**src/rtl/mmu_sram_if_if.sv**
```systemverilog
// rtl/mmu_sram_if_if.sv - CPU-side and SRAM-side signal bundle for mmu_sram_if
interface mmu_sram_if_if;
    logic        req;
    logic        rw_n;
    logic [23:0] padr_i;
    logic        wp_i;
    logic [7:0]  dbi;
    logic [7:0]  dbo;
    logic        rdy;
    logic        wp_fault;
    logic        busy;
    logic [23:0] sram_a;
    logic        sram_ce_n;
    logic        sram_oe_n;
    logic        sram_we_n;
    logic [7:0]  sram_d_o;
    logic        sram_d_oe;
    logic [7:0]  sram_d_i;

    modport slave (
        input  req, rw_n, padr_i, wp_i, dbi, sram_d_i,
        output dbo, rdy, wp_fault, busy, sram_a,
        output sram_ce_n, sram_oe_n, sram_we_n, sram_d_o, sram_d_oe
    );

    modport master (
        output req, rw_n, padr_i, wp_i, dbi, sram_d_i,
        input  dbo, rdy, wp_fault, busy, sram_a,
        input  sram_ce_n, sram_oe_n, sram_we_n, sram_d_o, sram_d_oe
    );
endinterface

```
**src/rtl/mmu_sram_if.sv**
```systemverilog
// rtl/mmu_sram_if.sv - byte-wide async SRAM cycle engine behind the memory mapper
module mmu_sram_if #(
    parameter int pWaitStates = 2
) (
    input logic          clk,
    input logic          rst,
    mmu_sram_if_if.slave bus
);

    typedef enum logic [2:0] {IDLE, SETUP, ACCESS, HOLD, FAULT} state_t;

    localparam logic [3:0] WAIT_LOAD = 4'(pWaitStates);

    state_t      state, state_nxt;
    logic        rd, rd_nxt;
    logic [3:0]  cnt, cnt_nxt;
    logic [23:0] a_q, a_nxt;
    logic [7:0]  do_q, do_nxt;
    logic [7:0]  dbo_q, dbo_nxt;
    logic        ce_n_q, oe_n_q, we_n_q, d_oe_q, rdy_q, fault_q, busy_q;
    logic        ce_n_nxt, oe_n_nxt, we_n_nxt, d_oe_nxt, rdy_nxt, fault_nxt, busy_nxt;
    logic        act_nxt;

    always_ff @(posedge clk) begin
        if (rst) begin
            state  <= IDLE;
            rd     <= 1'b1;
            cnt    <= 4'd0;
            a_q    <= 24'h000000;
            do_q   <= 8'h00;
            dbo_q  <= 8'h00;
            ce_n_q <= 1'b1;
            oe_n_q <= 1'b1;
            we_n_q <= 1'b1;
            d_oe_q <= 1'b0;
            rdy_q  <= 1'b0;
            fault_q <= 1'b0;
            busy_q <= 1'b0;
        end else begin
            state  <= state_nxt;
            rd     <= rd_nxt;
            cnt    <= cnt_nxt;
            a_q    <= a_nxt;
            do_q   <= do_nxt;
            dbo_q  <= dbo_nxt;
            ce_n_q <= ce_n_nxt;
            oe_n_q <= oe_n_nxt;
            we_n_q <= we_n_nxt;
            d_oe_q <= d_oe_nxt;
            rdy_q  <= rdy_nxt;
            fault_q <= fault_nxt;
            busy_q <= busy_nxt;
        end
    end

    // Outputs are decoded from the state being entered, so every strobe is a flop.
    always_comb begin
        state_nxt = state;
        rd_nxt    = rd;
        cnt_nxt   = cnt;
        a_nxt     = a_q;
        do_nxt    = do_q;
        dbo_nxt   = dbo_q;

        case (state)
            IDLE: begin
                if (bus.req) begin
                    if (!bus.rw_n && bus.wp_i) begin
                        state_nxt = FAULT;
                    end else begin
                        a_nxt     = bus.padr_i;
                        do_nxt    = bus.dbi;
                        rd_nxt    = bus.rw_n;
                        cnt_nxt   = WAIT_LOAD;
                        state_nxt = SETUP;
                    end
                end
            end
            SETUP:  state_nxt = ACCESS;
            ACCESS: begin
                cnt_nxt = cnt - 4'd1;
                if (cnt == 4'd1) begin
                    state_nxt = HOLD;
                    if (rd) begin
                        dbo_nxt = bus.sram_d_i;
                    end
                end
            end
            HOLD:    state_nxt = IDLE;
            FAULT:   state_nxt = IDLE;
            default: state_nxt = IDLE;
        endcase

        act_nxt   = (state_nxt == SETUP) || (state_nxt == ACCESS);
        ce_n_nxt  = !(act_nxt || (state_nxt == HOLD));
        oe_n_nxt  = !(act_nxt && rd_nxt);
        we_n_nxt  = !((state_nxt == ACCESS) && !rd_nxt);
        // Data stays driven through HOLD so it outlives the WE rising edge.
        d_oe_nxt  = (act_nxt || (state_nxt == HOLD)) && !rd_nxt;
        rdy_nxt   = (state_nxt == HOLD) || (state_nxt == FAULT);
        fault_nxt = (state_nxt == FAULT);
        busy_nxt  = (state_nxt != IDLE);
    end

    assign bus.dbo       = dbo_q;
    assign bus.rdy       = rdy_q;
    assign bus.wp_fault  = fault_q;
    assign bus.busy      = busy_q;
    assign bus.sram_a    = a_q;
    assign bus.sram_ce_n = ce_n_q;
    assign bus.sram_oe_n = oe_n_q;
    assign bus.sram_we_n = we_n_q;
    assign bus.sram_d_o  = do_q;
    assign bus.sram_d_oe = d_oe_q;

endmodule

```
**src/flat_wrapper.sv**
```systemverilog
// flat-port wrapper written by rule: the top's interface ports become plain ports
module mmu_sram_if_flat 
#(
    parameter int pWaitStates = 2
)
  (clk, rst, bus_req, bus_rw_n, bus_padr_i, bus_wp_i, bus_dbi, bus_sram_d_i, bus_dbo, bus_rdy, bus_wp_fault, bus_busy, bus_sram_a, bus_sram_ce_n, bus_sram_oe_n, bus_sram_we_n, bus_sram_d_o, bus_sram_d_oe);
  mmu_sram_if_if bus_i ();
  input logic clk;
  input logic rst;
  input wire logic [$bits(bus_i.req)-1:0] bus_req;
  input wire logic [$bits(bus_i.rw_n)-1:0] bus_rw_n;
  input wire logic [$bits(bus_i.padr_i)-1:0] bus_padr_i;
  input wire logic [$bits(bus_i.wp_i)-1:0] bus_wp_i;
  input wire logic [$bits(bus_i.dbi)-1:0] bus_dbi;
  input wire logic [$bits(bus_i.sram_d_i)-1:0] bus_sram_d_i;
  output wire logic [$bits(bus_i.dbo)-1:0] bus_dbo;
  output wire logic [$bits(bus_i.rdy)-1:0] bus_rdy;
  output wire logic [$bits(bus_i.wp_fault)-1:0] bus_wp_fault;
  output wire logic [$bits(bus_i.busy)-1:0] bus_busy;
  output wire logic [$bits(bus_i.sram_a)-1:0] bus_sram_a;
  output wire logic [$bits(bus_i.sram_ce_n)-1:0] bus_sram_ce_n;
  output wire logic [$bits(bus_i.sram_oe_n)-1:0] bus_sram_oe_n;
  output wire logic [$bits(bus_i.sram_we_n)-1:0] bus_sram_we_n;
  output wire logic [$bits(bus_i.sram_d_o)-1:0] bus_sram_d_o;
  output wire logic [$bits(bus_i.sram_d_oe)-1:0] bus_sram_d_oe;
  assign bus_i.req = bus_req;
  assign bus_i.rw_n = bus_rw_n;
  assign bus_i.padr_i = bus_padr_i;
  assign bus_i.wp_i = bus_wp_i;
  assign bus_i.dbi = bus_dbi;
  assign bus_i.sram_d_i = bus_sram_d_i;
  assign bus_dbo = bus_i.dbo;
  assign bus_rdy = bus_i.rdy;
  assign bus_wp_fault = bus_i.wp_fault;
  assign bus_busy = bus_i.busy;
  assign bus_sram_a = bus_i.sram_a;
  assign bus_sram_ce_n = bus_i.sram_ce_n;
  assign bus_sram_oe_n = bus_i.sram_oe_n;
  assign bus_sram_we_n = bus_i.sram_we_n;
  assign bus_sram_d_o = bus_i.sram_d_o;
  assign bus_sram_d_oe = bus_i.sram_d_oe;
  mmu_sram_if #(.pWaitStates(pWaitStates)) u_core (.clk(clk), .rst(rst), .bus(bus_i));
endmodule
```
**config.mk**
```make
export PLATFORM = sky130hd
export DESIGN_NAME = mmu_sram_if_flat
export DESIGN_NICKNAME = d
export VERILOG_FILES = /design/src/rtl/mmu_sram_if_if.sv /design/src/rtl/mmu_sram_if.sv /design/src/flat_wrapper.sv
export SDC_FILE = /design/constraint.sdc
export NUM_CORES = 1
export LEC_CHECK = 0
export BUFFER_PORTS_ARGS = -buffer_cell sky130_fd_sc_hd__buf_2
export CORE_MARGIN = 4
export CORE_UTILIZATION = 48
export CTS_BUF_LIST = sky130_fd_sc_hd__clkbuf_4
export DETAILED_ROUTE_END_ITERATION = 10
export PLACE_DENSITY_LB_ADDON = 0.08
export SYNTH_ARGS = -nofsm -noshare
export SYNTH_HDL_FRONTEND = slang
export SYNTH_SLANG_ARGS = --single-unit
export TNS_END_PERCENT = 50
```
**constraint.sdc**
```tcl
create_clock -name clk -period 1.9 [get_ports clk]
set_input_delay 0.095 -clock clk [delete_from_list [all_inputs] [get_ports clk]]
set_output_delay 0.095 -clock clk [all_outputs]
set_load 0.02 [all_outputs]
```
==> impl_metrics.json, run 1 <==
{
  "worst_slew_pin_slew_ps": 494,
  "vias_per_cell": 4.92,
  "cts_buffer_depth": 2,
  "insertedDiodeCount": 0,
  "setup_tns_ps": 0,
  "synthArstFlopShare_pct": 0,
  "clkTransAtPathRegs_ps": 140,
  "synth_top_area_cell": "dfxtp_1",
  "num_vias": 2007,
  "final_max_slew_viol_count": 0,
  "ys_seq_area_share_pct": 54.7,
  "cpPeakStageDelay_ps": 570,
  "ctsHoldBuffers": 41,
  "place_congestion": 0.828,
  "utilization_pct": 74.5,
  "wl_per_cell_um": 13.0,
  "die_area_um2": 5300,
  "crit_path_top_delay_cell": "dfxtp_1",
  "synth_ff_type": "dfxtp_1",
  "area_growth_pct": 48.9,
  "yosys-top-cells-area": "dfxtp_1 55%, nand2_1 13%, a21oi_1 9.9%",
  "h-tree-depth": 2,
  "cts_tree": "yes",
  "path_cells": "and4bb_2 -> nand3_2 -> mux2i_1 -> nor2_1",
  "critical_path.top_delay_family": "simple AND/OR/NAND/NOR gates",
  "power.leakage_nw": 1.43,
  "floorplan.initialDensity_pct": 50.0,
  "drt_iter0_drc": 139,
  "cts_resized": 0,
  "yosysTopAreaCellShare_pct": 54.7,
  "num_io_pins": 92,
  "port_buffers": 91,
  "critPathBufInv": 0,
  "die_h_um": 72.8,
  "ys_types": 31,
  "hpwl_um": 3250,
  "max_cap_violations": 0,
  "whs_ps": 38.8,
  "postSynthAreaPerCell_um2": 8.84,
  "crit_type": "flop to flop",
  "grt_max_degree": 50,
  "finalSetupViolCount": 0,
  "cp-end-kind": "flop",
  "coreArea_um2": 4030,
  "nNetsFinal": 404,
  "antenna_found_initial": 0,
  "drive_above_1_share_pct": 30.7,
  "finalHoldViolCount": 0,
  "rsz0062_at_grt": "no",
  "fin_skew_ps": 7.66,
  "path_max_fanout": 9,
  "power.density_nw_per_um2": 834,
  "route.detailed.drc": 0,
  "hold_path.class": "input port to flop",
  "grt_usage_pct": 20.9,
  "dp_cells": 359,
  "synth.ff_latch_count": 55,
  "wl_met2_um": 2620,
  "cp-start-kind": "flop",
  "grt_pass1_wl_um": 8980,
  "status": "completed",
  "die_w_um": 72.8,
  "cts_setup_buffers": 0,
  "cts_root_buf": "clkbuf_4",
  "wl_met1_um": 2180,
  "ir_drop_v": 0.000526,
  "synth_edf_count": 0,
  "ys_top_cells_by_count": "69 x nand2_1, 55 x dfxtp_1, 40 x a21oi_1",
  "dr_wl_met3_um": 409,
  "fmax_mhz": 640,
  "synth_cells": 228,
  "drt-total-wl_um": 5300,
  "rows": 23,
  "maxSlewHeadroom_pct": 67.1,
  "detail_route.first_pass.iterations": 4,
  "clock_latency_ps": 360,
  "fin_crit_sh_pct": 82.2,
  "syn_area_um2": 2010,
  "worst_slack_ps": 338,
  "grt_pass1_vias": 2058,
  "synth_most_common_cell": "nand2_1",
  "finalNonFillerCells": 408,
  "ant_nets": 0,
  "synthesis.nets": 275,
  "arrival_ps": 1810,
  "period_minus_slack_ps": 1560,
  "clock_sinks": 55,
  "top_layer": "met4",
  "grt-ovfl-total": 0,
  "numCtsBuffers": 5,
  "ys.warnings.count": 0,
  "crit_required_ps": 2150,
  "place_ws_ps": 378
}
logic make-up (layout without fill, tap and decap cells):
logic type | Yosys count | count (layout) | share of synthesized area, %
AND/OR/NAND/NOR | 96 | 96 | 21.5
flip-flops | 55 | 55 | 54.7
AO/OA/AOI/OAI | 49 | 49 | 13.1
buffers and inverters | 16 | 146 | 4.66
multiplexers | 8 | 8 | 3.98
adder cells (fa/ha/maj) | 2 | 2 | 1.24
XOR/XNOR | 2 | 2 | 0.870
metrics by stage:
step / power [mW] / area (um2)
final: 2.50 / 3000
after global routing: 2.62 / 3000
after CTS: 2.52 / 3000
after detailed placement: 1.69 / 2480
after global placement: 1.69 / 2480
after floorplan: 1.56 / 2010
report_power, final:
| part | internal, mW | switching [mW] |
|---|---|---|
| combinational | 0.210 | 0.257 |
| sequential | 1.23 | 0.0419 |
| clock | 0.425 | 0.341 |
| total | 1.86 | 0.640 |
layout by cell type, fill, tap and decap left out, drive strengths merged, types with 2 or more instances in the layout:
master        n
dlygate4sd3  41
o21ai         3
dfxtp        55
inv           3
or3           3
ha            2
nand3         3
nand2b        2
buf          94
nand2        69
bufinv        2
clkbuf        6
nor2         12
nor3          2
a21oi        40
mux2i         8
registers in the layout, indices dropped and copies added, names as in the netlist:
register,count
u_core.bus.sram_we_n,1
u_core.rd,1
u_core.bus.sram_d_o,8
u_core.state,3
u_core.bus.sram_oe_n,1
u_core.cnt,4
u_core.bus.busy,1
u_core.bus.sram_d_oe,1
u_core.bus.rdy,1
u_core.bus.sram_ce_n,1
u_core.bus.sram_a,24
u_core.bus.dbo,8
u_core.bus.wp_fault,1
area by class of cell:
type	instances	area (um2)
Sequential cell	55	1100
Timing Repair Buffer	135	901
Fill cell	319	1030
Tap cell	50	62.6
Multi-Input combinational cell	157	820
Clock buffer	6	45.0
Inverter	3	11.3
Clock inverter	2	60.1
routing by layer:
layer / GRT usage, % / vias up
li1: - / 1012
met1: 23.5 / 911
met2: 37.6 / 71
met3: 6.61 / 13
met4: 6.35 / 0
met5: 0 / -
worst paths after layout:
path | cells past startpoint | slack, ps | end | from
setup / recovery | 4 | 340 | u_core.bus.dbo[5] | u_core.state[1]
hold / removal | 3 | 40 | u_core.rd | bus_rw_n
setup reg to reg | 4 | 340 | u_core.bus.dbo[5] | u_core.state[1]
hold reg to reg | 2 | 460 | u_core.bus.sram_a[9] | u_core.bus.sram_a[9]
worst register-to-register path, stage by stage (launching register included):
cell and delay, ps:
dfxtp_1 570, and4bb_2 340, nand3_2 250, mux2i_1 240, nor2_1 60
(Power assumes the default switching activity.)
==> run 2, diff against run 1 <==
- CORE_UTILIZATION: 48 -> 43
- clock period: 1.9 -> 1.4 ns (I/O delays scaled with it)
==> run 2 against run 1 <==
Compared with the run above:
- the flow now finishes with violations (setup timing)
- worst hold slack improved by 76 ps
- worst setup slack worse by 360 ps
- global-route usage shrank 1.5 points
- die area grew 10%
- register-to-register slack lost 360 ps
- fmax rose by 10%
- critical path depth rose by 1
- via count rose by 1.5%
- clock power grew 12%
- utilization is 2.4 points lower
- combinational power grew 58%
- clock-buffer cell count fell by 1
- critical path type unchanged
==> impl_metrics.json, run 2 (same netlist as run 1, synthesis figures left out) <==
{
  "status": "finished, violations left",
  "violations": "setup timing",
  "power.density_nw_per_um2": 1040,
  "fin_skew_ps": 11.4,
  "drt_iter0_drc": 91,
  "cts_buffer_depth": 2,
  "rsz0062_at_grt": "yes",
  "rows": 24,
  "floorplan.initialDensity_pct": 45.3,
  "port_buffers": 91,
  "worst_slew_pin_slew_ps": 367,
  "num_io_pins": 92,
  "period_minus_slack_ps": 1420,
  "crit_type": "flop to flop",
  "fin_area_um2": 3200,
  "coreArea_um2": 4440,
  "power.leakage_nw": 1.49,
  "cp-start-kind": "flop",
  "wl_per_cell_um": 13.5,
  "place_ws_ps": -7.08,
  "die_h_um": 76.4,
  "grt_max_degree": 33,
  "fmax_mhz": 704,
  "worstHoldEndpoint": "u_core.state[2]",
  "path_max_fanout": 7,
  "finalNonFillerCells": 422,
  "area_growth_pct": 59.0,
  "dp_cells": 369,
  "crit_required_ps": 1720,
  "holdPathStages": 3,
  "clkTransAtPathRegs_ps": 160,
  "largest_register_ffs": 24,
  "grt_usage_pct": 19.5,
  "finalHoldViolCount": 0,
  "r2r-start": "u_core.state[0]",
  "drt-total-wl_um": 5710,
  "cp-end-kind": "flop",
  "ant_nets": 0,
  "hp-start": "bus_req",
  "route.detailed.drc": 0,
  "r2r_cells": 5,
  "grt_pass1_wl_um": 9300,
  "arrival_ps": 1750,
  "die_w_um": 76.4,
  "max_cap_violations": 0,
  "layout_commonest_cell": "buf_2",
  "drive_above_1_share_pct": 39.2,
  "detail_route.first_pass.iterations": 4,
  "die_area_um2": 5840,
  "final_max_slew_viol_count": 0,
  "place_congestion": 0.799,
  "insertedDiodeCount": 0,
  "worst_slack_ps": -20.5,
  "antenna_found_initial": 0,
  "r2r_end": "u_core.cnt[3]",
  "grt_pass1_vias": 1895,
  "maxSlewHeadroom_pct": 75.5,
  "layout_common_cells": "91 x buf_2, 69 x nand2_1, 50 x dfxtp_1",
  "numCtsBuffers": 5,
  "finalSetupViolCount": 4,
  "h-tree-depth": 2,
  "nNetsFinal": 416,
  "finalPower_mw": 3.32,
  "placed_area_um2": 2550,
  "rrSetupSlack_ps": -20,
  "ir_drop_v": 0.000608,
  "hpwl_um": 3400,
  "clock_latency_ps": 370,
  "fin_crit_sh_pct": 101,
  "vias_per_cell": 4.83,
  "hold_path.class": "input port to flop",
  "cts_tree": "yes",
  "grt-ovfl-total": 0,
  "cts_root_buf": "clkbuf_4",
  "clock_sinks": 55,
  "num_vias": 2037
}
-- run 2: metrics by stage --
step | hold WS, ps | setup TNS (ps) | util, %
detailed placement | 311 | -14.5 | 57.3
global route | 88.8 | -1630 | 72.1
floorplan | 156 | 0 | -
global placement | 299 | 0 | 57.3
CTS | 60.6 | -218 | 68.8
finish | 115 | -47.6 | 72.1
-- run 2: cell type report --
cell class / instances / area, um2
Fill cell: 349 / 1240
Sequential cell: 55 / 1110
Timing Repair Buffer: 147 / 1020
Multi-Input combinational cell: 157 / 915
Tap cell: 52 / 65.1
Clock inverter: 3 / 38.8
Clock buffer: 5 / 37.5
Inverter: 3 / 11.3
-- run 2: worst max-delay path by stage --
| stage | slack, ps | endpoint | cells past startpoint | from |
|---|---|---|---|---|
| 6_report | -20 | u_core.cnt[3] | 5 | u_core.state[0] |
| 5_1_grt | -110 | u_core.cnt[3] | 5 | u_core.state[0] |
| 4_1_cts | -40 | u_core.bus.dbo[7] | 6 | u_core.cnt[1] |
| 3_5_place_dp | -7 | u_core.bus.dbo[7] | 4 | u_core.state[1] |
| 3_3_place_gp | 10 | u_core.bus.dbo[0] | 4 | u_core.state[1] |
| 2_1_floorplan | 70 | u_core.bus.sram_a[23] | 6 | u_core.state[1] |
-- run 2: layer usage --
metal  vias up  wire (um)  GRT usage (%)
li1       1036          -              -
met1       931       2480           24.7
met2        62       2790           31.5
met3         8        350           6.26
met5         -          0              0
met4         0         78           5.62
-- run 2: power by group --
part	total (mW)	internal [mW]	switching (mW)
Clock	0.859	0.368	0.490
Combinational	0.737	0.348	0.389
Sequential	1.72	1.66	0.0568
-- run 2: worst max-delay path: stages (launching register included) --
cell	delay (ps)
dfxtp_4	390
buf_4	140
nor2_4	190
o211ai_1	190
or3_1	330
a21oi_1	130
-- run 2: what timing repair did --
item,CTS,global route
resized for setup,5,33
cloned,0,0
hold endpoints to repair,42,1
buffers inserted,0,2
hold buffers,42,1
setup endpoints to repair,41,46
pin swaps,1,6
